File: config.mk
export PLATFORM = sky130hd
export DESIGN_NAME = if_id_ctrl_flat
export DESIGN_NICKNAME = d
export VERILOG_FILES = /design/src/rtl/if_id_ctrl_if.sv /design/src/rtl/if_id_ctrl.sv /design/src/flat_wrapper.sv
export SDC_FILE = /design/constraint.sdc
export NUM_CORES = 1
export LEC_CHECK = 0
export BUFFER_PORTS_ARGS = -buffer_cell sky130_fd_sc_hd__buf_4
export CAP_MARGIN = 10
export CORE_MARGIN = 3
export CORE_UTILIZATION = 42
export DETAILED_ROUTE_END_ITERATION = 10
export GPL_TIMING_DRIVEN = 0
export PLACE_DENSITY = 0.75
export RECOVER_POWER = 100
export SETUP_SLACK_MARGIN = 0.15
export SLEW_MARGIN = 20
export SYNTH_ARGS = -nofsm -noshare
export SYNTH_HDL_FRONTEND = slang
export SYNTH_SLANG_ARGS = --single-unit
File: constraint.sdc
create_clock -name CLK -period 1.64 [get_ports CLK]
set_input_delay 0.164 -clock CLK [delete_from_list [all_inputs] [get_ports CLK]]
set_output_delay 0.164 -clock CLK [all_outputs]
set_load 0.05 [all_outputs]
File: src/rtl/if_id_ctrl_if.sv
// IF/ID pipeline-control bundle: hazard/redirect requests in, IF/ID register and PC controls out.
interface if_id_ctrl_if;
  logic        stall;
  logic        branch_taken;
  logic [31:0] IF_pc;
  logic [31:0] IF_inst;
  logic        PC_write;
  logic        ID_EX_bubble;
  logic [31:0] IF_ID_pc;
  logic [31:0] IF_ID_inst;
  logic        IF_ID_valid;
  logic [15:0] stall_count;
  logic        stall_err;

  modport master (
    output stall, branch_taken, IF_pc, IF_inst,
    input  PC_write, ID_EX_bubble, IF_ID_pc, IF_ID_inst, IF_ID_valid, stall_count, stall_err
  );

  modport slave (
    input  stall, branch_taken, IF_pc, IF_inst,
    output PC_write, ID_EX_bubble, IF_ID_pc, IF_ID_inst, IF_ID_valid, stall_count, stall_err
  );
endinterface

File: src/rtl/if_id_ctrl.sv
// IF/ID pipeline register with stall/flush control, stall statistics and a sticky overlong-stall flag.
module if_id_ctrl #(
  parameter logic [31:0] NOP_INST    = 32'h0000_0000,
  parameter int unsigned STALL_LIMIT = 3
) (
  input  logic         CLK,
  input  logic         RSTn,
  if_id_ctrl_if.slave  bus
);

  typedef enum logic [1:0] {
    RUN   = 2'd0,
    STALL = 2'd1,
    FLUSH = 2'd2
  } state_t;

  state_t      state;
  state_t      state_nxt;
  logic        eff_stall;
  logic [2:0]  run_cnt;
  logic [2:0]  run_nxt;
  logic [3:0]  run_inc;
  logic        err_set;

  // A stall against a bubble has nothing to protect, and a redirect overrides it.
  assign eff_stall = bus.stall & bus.IF_ID_valid & ~bus.branch_taken;

  always_ff @(posedge CLK or negedge RSTn) begin
    if (!RSTn) begin
      state <= RUN;
    end else begin
      state <= state_nxt;
    end
  end

  // All three states share one decision table; FLUSH lasts exactly one cycle by construction.
  always_comb begin
    bus.PC_write     = 1'b1;
    bus.ID_EX_bubble = 1'b0;
    state_nxt        = RUN;
    if (RSTn) begin
      case (state)
        RUN, STALL, FLUSH: begin
          if (bus.branch_taken) begin
            bus.ID_EX_bubble = 1'b1;
            state_nxt        = FLUSH;
          end else if (eff_stall) begin
            bus.PC_write     = 1'b0;
            bus.ID_EX_bubble = 1'b1;
            state_nxt        = STALL;
          end
        end
        default: state_nxt = RUN;
      endcase
    end
  end

  always_comb begin
    run_inc = {1'b0, run_cnt} + 4'd1;
    run_nxt = '0;
    err_set = 1'b0;
    if (eff_stall) begin
      run_nxt = (run_cnt == 3'd7) ? 3'd7 : run_inc[2:0];
      err_set = 32'(run_inc) > STALL_LIMIT;
    end
  end

  always_ff @(posedge CLK or negedge RSTn) begin
    if (!RSTn) begin
      bus.IF_ID_pc    <= '0;
      bus.IF_ID_inst  <= NOP_INST;
      bus.IF_ID_valid <= 1'b0;
      bus.stall_count <= '0;
      bus.stall_err   <= 1'b0;
      run_cnt         <= '0;
    end else begin
      run_cnt <= run_nxt;
      if (err_set) begin
        bus.stall_err <= 1'b1;
      end
      if (eff_stall && (bus.stall_count != '1)) begin
        bus.stall_count <= bus.stall_count + 16'd1;
      end
      if (bus.branch_taken) begin
        bus.IF_ID_inst  <= NOP_INST;
        bus.IF_ID_valid <= 1'b0;
      end else if (!eff_stall) begin
        bus.IF_ID_pc    <= bus.IF_pc;
        bus.IF_ID_inst  <= bus.IF_inst;
        bus.IF_ID_valid <= 1'b1;
      end
    end
  end

endmodule

File: src/flat_wrapper.sv
// flat-port wrapper written by rule: the top's interface ports become plain ports
module if_id_ctrl_flat 
#(
  parameter logic [31:0] NOP_INST    = 32'h0000_0000,
  parameter int unsigned STALL_LIMIT = 3
)
  (CLK, RSTn, bus_stall, bus_branch_taken, bus_IF_pc, bus_IF_inst, bus_PC_write, bus_ID_EX_bubble, bus_IF_ID_pc, bus_IF_ID_inst, bus_IF_ID_valid, bus_stall_count, bus_stall_err);
  if_id_ctrl_if bus_i ();
  input  logic CLK;
  input  logic RSTn;
  input wire logic [$bits(bus_i.stall)-1:0] bus_stall;
  input wire logic [$bits(bus_i.branch_taken)-1:0] bus_branch_taken;
  input wire logic [$bits(bus_i.IF_pc)-1:0] bus_IF_pc;
  input wire logic [$bits(bus_i.IF_inst)-1:0] bus_IF_inst;
  output wire logic [$bits(bus_i.PC_write)-1:0] bus_PC_write;
  output wire logic [$bits(bus_i.ID_EX_bubble)-1:0] bus_ID_EX_bubble;
  output wire logic [$bits(bus_i.IF_ID_pc)-1:0] bus_IF_ID_pc;
  output wire logic [$bits(bus_i.IF_ID_inst)-1:0] bus_IF_ID_inst;
  output wire logic [$bits(bus_i.IF_ID_valid)-1:0] bus_IF_ID_valid;
  output wire logic [$bits(bus_i.stall_count)-1:0] bus_stall_count;
  output wire logic [$bits(bus_i.stall_err)-1:0] bus_stall_err;
  assign bus_i.stall = bus_stall;
  assign bus_i.branch_taken = bus_branch_taken;
  assign bus_i.IF_pc = bus_IF_pc;
  assign bus_i.IF_inst = bus_IF_inst;
  assign bus_PC_write = bus_i.PC_write;
  assign bus_ID_EX_bubble = bus_i.ID_EX_bubble;
  assign bus_IF_ID_pc = bus_i.IF_ID_pc;
  assign bus_IF_ID_inst = bus_i.IF_ID_inst;
  assign bus_IF_ID_valid = bus_i.IF_ID_valid;
  assign bus_stall_count = bus_i.stall_count;
  assign bus_stall_err = bus_i.stall_err;
  if_id_ctrl #(.NOP_INST(NOP_INST), .STALL_LIMIT(STALL_LIMIT)) u_core (.CLK(CLK), .RSTn(RSTn), .bus(bus_i));
endmodule
==> impl_metrics.sql <==
INSERT INTO impl_metrics (metric_group, metric, value, unit) VALUES
('run_status', 'run_status', 'finished, violations left', ''),
('run_status', 'failing_checks', 'hold timing, setup timing', ''),
('synthesis', 'postSynthNetCount', '312', ''),
('critical_path', 'cp.arrival', '1500', 'ps'),
('cts', 'clk_pin_slew', '90', 'ps'),
('synthesis', 'post_synth_inst_count', '240', ''),
('timing', 'setup-tns-final', '-24.8', 'ps'),
('detailed_routing', 'drt-pass1-iter-count', '4', ''),
('die', 'floorplan.core_area', '7810', 'um2'),
('flow_run', 'drv_cap', '0', ''),
('synthesis', 'syn_area_per_cell', '14.2', 'um2'),
('grt', 'grt.total_usage', '18.3', '%'),
('place', 'dpl_worst_slack', '-260', 'ps'),
('grt', 'grt_max_degree', '90', ''),
('synthesis', 'synth_ff_type', 'sky130_fd_sc_hd__dfrtp_1', ''),
('detailed_routing', 'detailroute.via_count', '2637', ''),
('place', 'routabilityCongestion', '0.753', ''),
('detailed_routing', 'detailedRoute.firstIterationViolations', '56', ''),
('min_path', 'holdCritPathClass', 'primary input to async pin', ''),
('grt', 'grt_first_pass_wirelength', '12900', 'um'),
('cts', 'tritoncts', 'done', ''),
('cts', 'worst_skew_pair.late_latency', '350', 'ps'),
('synthesis', 'synth.yosys.seq_area_share', '63.7', '%'),
('detailed_routing', 'drt-wirelength-per-cell', '16.3', 'um'),
('timing', 'finalHoldViolCount', '87', ''),
('timing', 'setup-violations-final', '1', ''),
('grt', 'grt_antenna_before_repair', '0', ''),
('pwr', 'clkPwrFrac', '28.3', '%'),
('pwr', 'netSwitchingFraction', '34.6', '%'),
('critical_path', 'reg_to_reg_critical_path_startpoint', 'u_core.bus.stall_count[0]$_DFFE_PN0P_', ''),
('cts', 'count_of_clock_tree_sinks', '87', ''),
('pwr', 'leakagePower', '2.36', 'nW'),
('timing', 'min_period_over_period', '102', '%'),
('die', 'initial_core_util', '43.8', '%'),
('synthesis', 'synth_edf_count', '0', ''),
('timing', 'worst_slew_pin_slew', '654', 'ps'),
('pwr', 'netSwitchingPower', '2.07', 'mW'),
('final_layout', 'sequential_cell_area', '2200', 'um2'),
('detailed_routing', 'drt.antenna.violating_nets', '0', ''),
('detailed_routing', 'avgViaCountPerCell', '4.98', ''),
('synthesis', 'postSynthRegisterBits', '87', ''),
('final_layout', 'multiInputGateArea', '1230', 'um2'),
('place', 'detailed_place_hpwl', '5930', 'um'),
('pwr', 'intPower', '3.91', 'mW'),
('cts', 'ctsRootBufferMaster', 'sky130_fd_sc_hd__clkbuf_8', ''),
('synthesis', 'ys_top_cells_by_area', 'sky130_fd_sc_hd__dfrtp_1 64%, sky130_fd_sc_hd__mux2_2 11%, sky130_fd_sc_hd__a22o_1 8.2%', ''),
('pwr', 'proportion_of_power_drawn_by_combinational_gates', '29.3', '%'),
('critical_path', 'path_max_fanout', '3', ''),
('detailed_routing', 'drt_wl_total', '8620', 'um'),
('pwr', 'vdd_ir_drop_max', '0.682', 'mV'),
('pwr', 'share_seq_of_total_power', '42.5', '%'),
('timing', 'max_clock_freq', '0.601', 'GHz'),
('cts', 'clock_tree.buffer_depth', '2', ''),
('timing', 'worst_slack', '-24.8', 'ps'),
('critical_path', 'timing.critical_path.required', '1480', 'ps'),
('grt', 'grt_pass1_vias', '2648', ''),
('cts', 'hold_buffers', '1', ''),
('timing', 'rsz0062_at_grt', 'true', ''),
('synthesis', 'synth_largest_type_area_fraction', '63.7', '%'),
('critical_path', 'setup.worst_path.start_class', 'flop', ''),
('die', 'floorplan.die.width', '96.2', 'um'),
('pwr', 'power_density_cells', '1190', 'nW/um2'),
('timing', 'whs', '-199', 'ps'),
('synthesis', 'ys_async_rst_share', '100', '%'),
('die', 'core.rowCount', '32', ''),
('critical_path', 'launching_element_of_the_worst_setup_path', 'u_core.bus.IF_ID_valid$_DFFE_PN0P_', ''),
('die', 'die_h', '96.2', 'um'),
('timing', 'finClkSkew', '9.61', 'ps'),
('synthesis', 'netlist_area', '3420', 'um2'),
('synthesis', 'ys_types', '31', ''),
('final_layout', 'fin_nets', '494', '');
==> metal layers <==
metal / part of all wire (%) / up-vias / track usage (%)
met5: 0 / - / 0
met4: 1.4 / 0 / 7.35
met3: 8.5 / 8 / 6.33
met2: 51 / 97 / 29.2
met1: 39 / 1292 / 22.7
li1: - / 1240 / -
==> cell families (layout without fill, tap and decap cells) <==
logic type	Yosys count	in the layout	share of synthesized area, %
and+or+nand+nor	42	42	7.65
muxes	35	35	11.6
DFF	87	87	63.7
buffers and inverters	18	205	2.45
adders and majority gates	4	4	1.46
AOI/OAI and AO/OA	43	43	10.3
xor gates and xnor gates	11	11	2.82
==> cell usage after synthesis (2+ instances only) <==
master,n
sky130_fd_sc_hd__and4_4,3
sky130_fd_sc_hd__inv_1,5
sky130_fd_sc_hd__dfrtp_1,87
sky130_fd_sc_hd__a21oi_1,7
sky130_fd_sc_hd__nand4_1,9
sky130_fd_sc_hd__clkbuf_1,2
sky130_fd_sc_hd__mux2i_1,2
sky130_fd_sc_hd__mux2_2,32
sky130_fd_sc_hd__buf_1,3
sky130_fd_sc_hd__buf_2,7
sky130_fd_sc_hd__a22o_1,32
sky130_fd_sc_hd__ha_1,4
sky130_fd_sc_hd__nand2_1,6
sky130_fd_sc_hd__xnor2_1,7
sky130_fd_sc_hd__and3_1,3
sky130_fd_sc_hd__nand3_1,5
sky130_fd_sc_hd__xor2_1,4
sky130_fd_sc_hd__nor2_1,9
==> power by group through the flow <==
stage	clock network, mW	logic (mW)	registers, mW
floorplan	0	0.331	3.33
global placement	0	1.68	2.59
detailed placement	0	1.71	2.60
CTS	1.75	1.84	2.54
global route	1.84	1.85	2.57
finish	1.69	1.75	2.54
==> per-stage QoR <==
step | cells | util, % | power [mW] | cell area, um2 | hold WS (ps)
4_1_cts | 523 | 66.4 | 6.13 | 5190 | -168
2_1_floorplan | 240 | - | 3.66 | 3490 | -132
3_5_place_dp | 493 | 60.8 | 4.31 | 4750 | 351
5_1_grt | 529 | 64.5 | 6.26 | 5030 | -179
3_3_place_gp | 493 | 60.8 | 4.27 | 4750 | 346
6_report | 529 | 64.5 | 5.98 | 5030 | -199
==> sequential cells by signal, indices dropped and copies added, names as in the netlist <==
| name | flops |
|---|---|
| u_core.bus.stall_err | 1 |
| u_core.bus.stall_count | 16 |
| u_core.run_cnt | 3 |
| u_core.bus.IF_ID_pc | 32 |
| u_core.state | 2 |
| u_core.bus.IF_ID_inst | 32 |
| u_core.bus.IF_ID_valid | 1 |
==> worst paths after layout <==
kind | to | slack (ps) | cells after the start
min | u_core.bus.stall_count[15]$_DFFE_PN0P_ | -200 | 1
max | bus_PC_write | -20 | 6
min reg2reg | u_core.run_cnt[0]$_DFF_PN0_ | 480 | 1
min in group CLK | u_core.bus.IF_ID_inst[11]$_DFFE_PN0P_ | 30 | 2
max in group asynchronous | u_core.bus.IF_ID_valid$_DFFE_PN0P_ | 1340 | 1
max reg2reg | u_core.bus.stall_count[1]$_DFFE_PN0P_ | 120 | 6
==> cell usage in the layout (no fill, tap or decap), drive strengths merged <==
| cell | n |
|---|---|
| a22o | 32 |
| a31oi | 1 |
| clkinvlp | 1 |
| nor3 | 1 |
| a21oi | 7 |
| nand3 | 5 |
| dlygate4sd3 | 1 |
| and2 | 1 |
| and3 | 4 |
| mux2 | 33 |
| nand4 | 10 |
| dfrtp | 87 |
| ha | 4 |
| and4 | 3 |
| mux2i | 2 |
| xnor2 | 7 |
| clkbuf | 83 |
| o21bai | 1 |
| inv | 6 |
| a41oi | 1 |
| nand2 | 6 |
| and3b | 1 |
| nand3b | 1 |
| nor4 | 1 |
| xor2 | 4 |
| nor2 | 9 |
| buf | 112 |
| o2111ai | 1 |
| bufinv | 2 |
==> worst max-delay path, stage by stage (launching register included) <==
cell	delay, ps
sky130_fd_sc_hd__dfrtp_2	420
sky130_fd_sc_hd__and3b_1	180
sky130_fd_sc_hd__buf_6	120
sky130_fd_sc_hd__buf_8	110
sky130_fd_sc_hd__buf_8	110
sky130_fd_sc_hd__nand3_4	60
sky130_fd_sc_hd__buf_8	160
==> final cells by class <==
| cell class | instances | share of cell area, % |
|---|---|---|
| plain buffers | 13 | 2.66 |
| flip-flops and latches | 87 | 43.6 |
| repair buffers | 171 | 21.7 |
| well taps | 102 | 2.54 |
| clock inverters | 4 | 1.52 |
| multi-input cells | 135 | 24.5 |
| clock buffers | 12 | 3.08 |
| inverters | 5 | 0.373 |
==> timing repair <==
item                       in CTS  in global routing
gates resized for setup        28                 12
setup endpoints to repair      36                 54
gates cloned                    0                  1
hold endpoints to repair       88                 87
setup buffers                  13                  5
pin swaps                       6                 15
(Power assumes the default switching activity.)
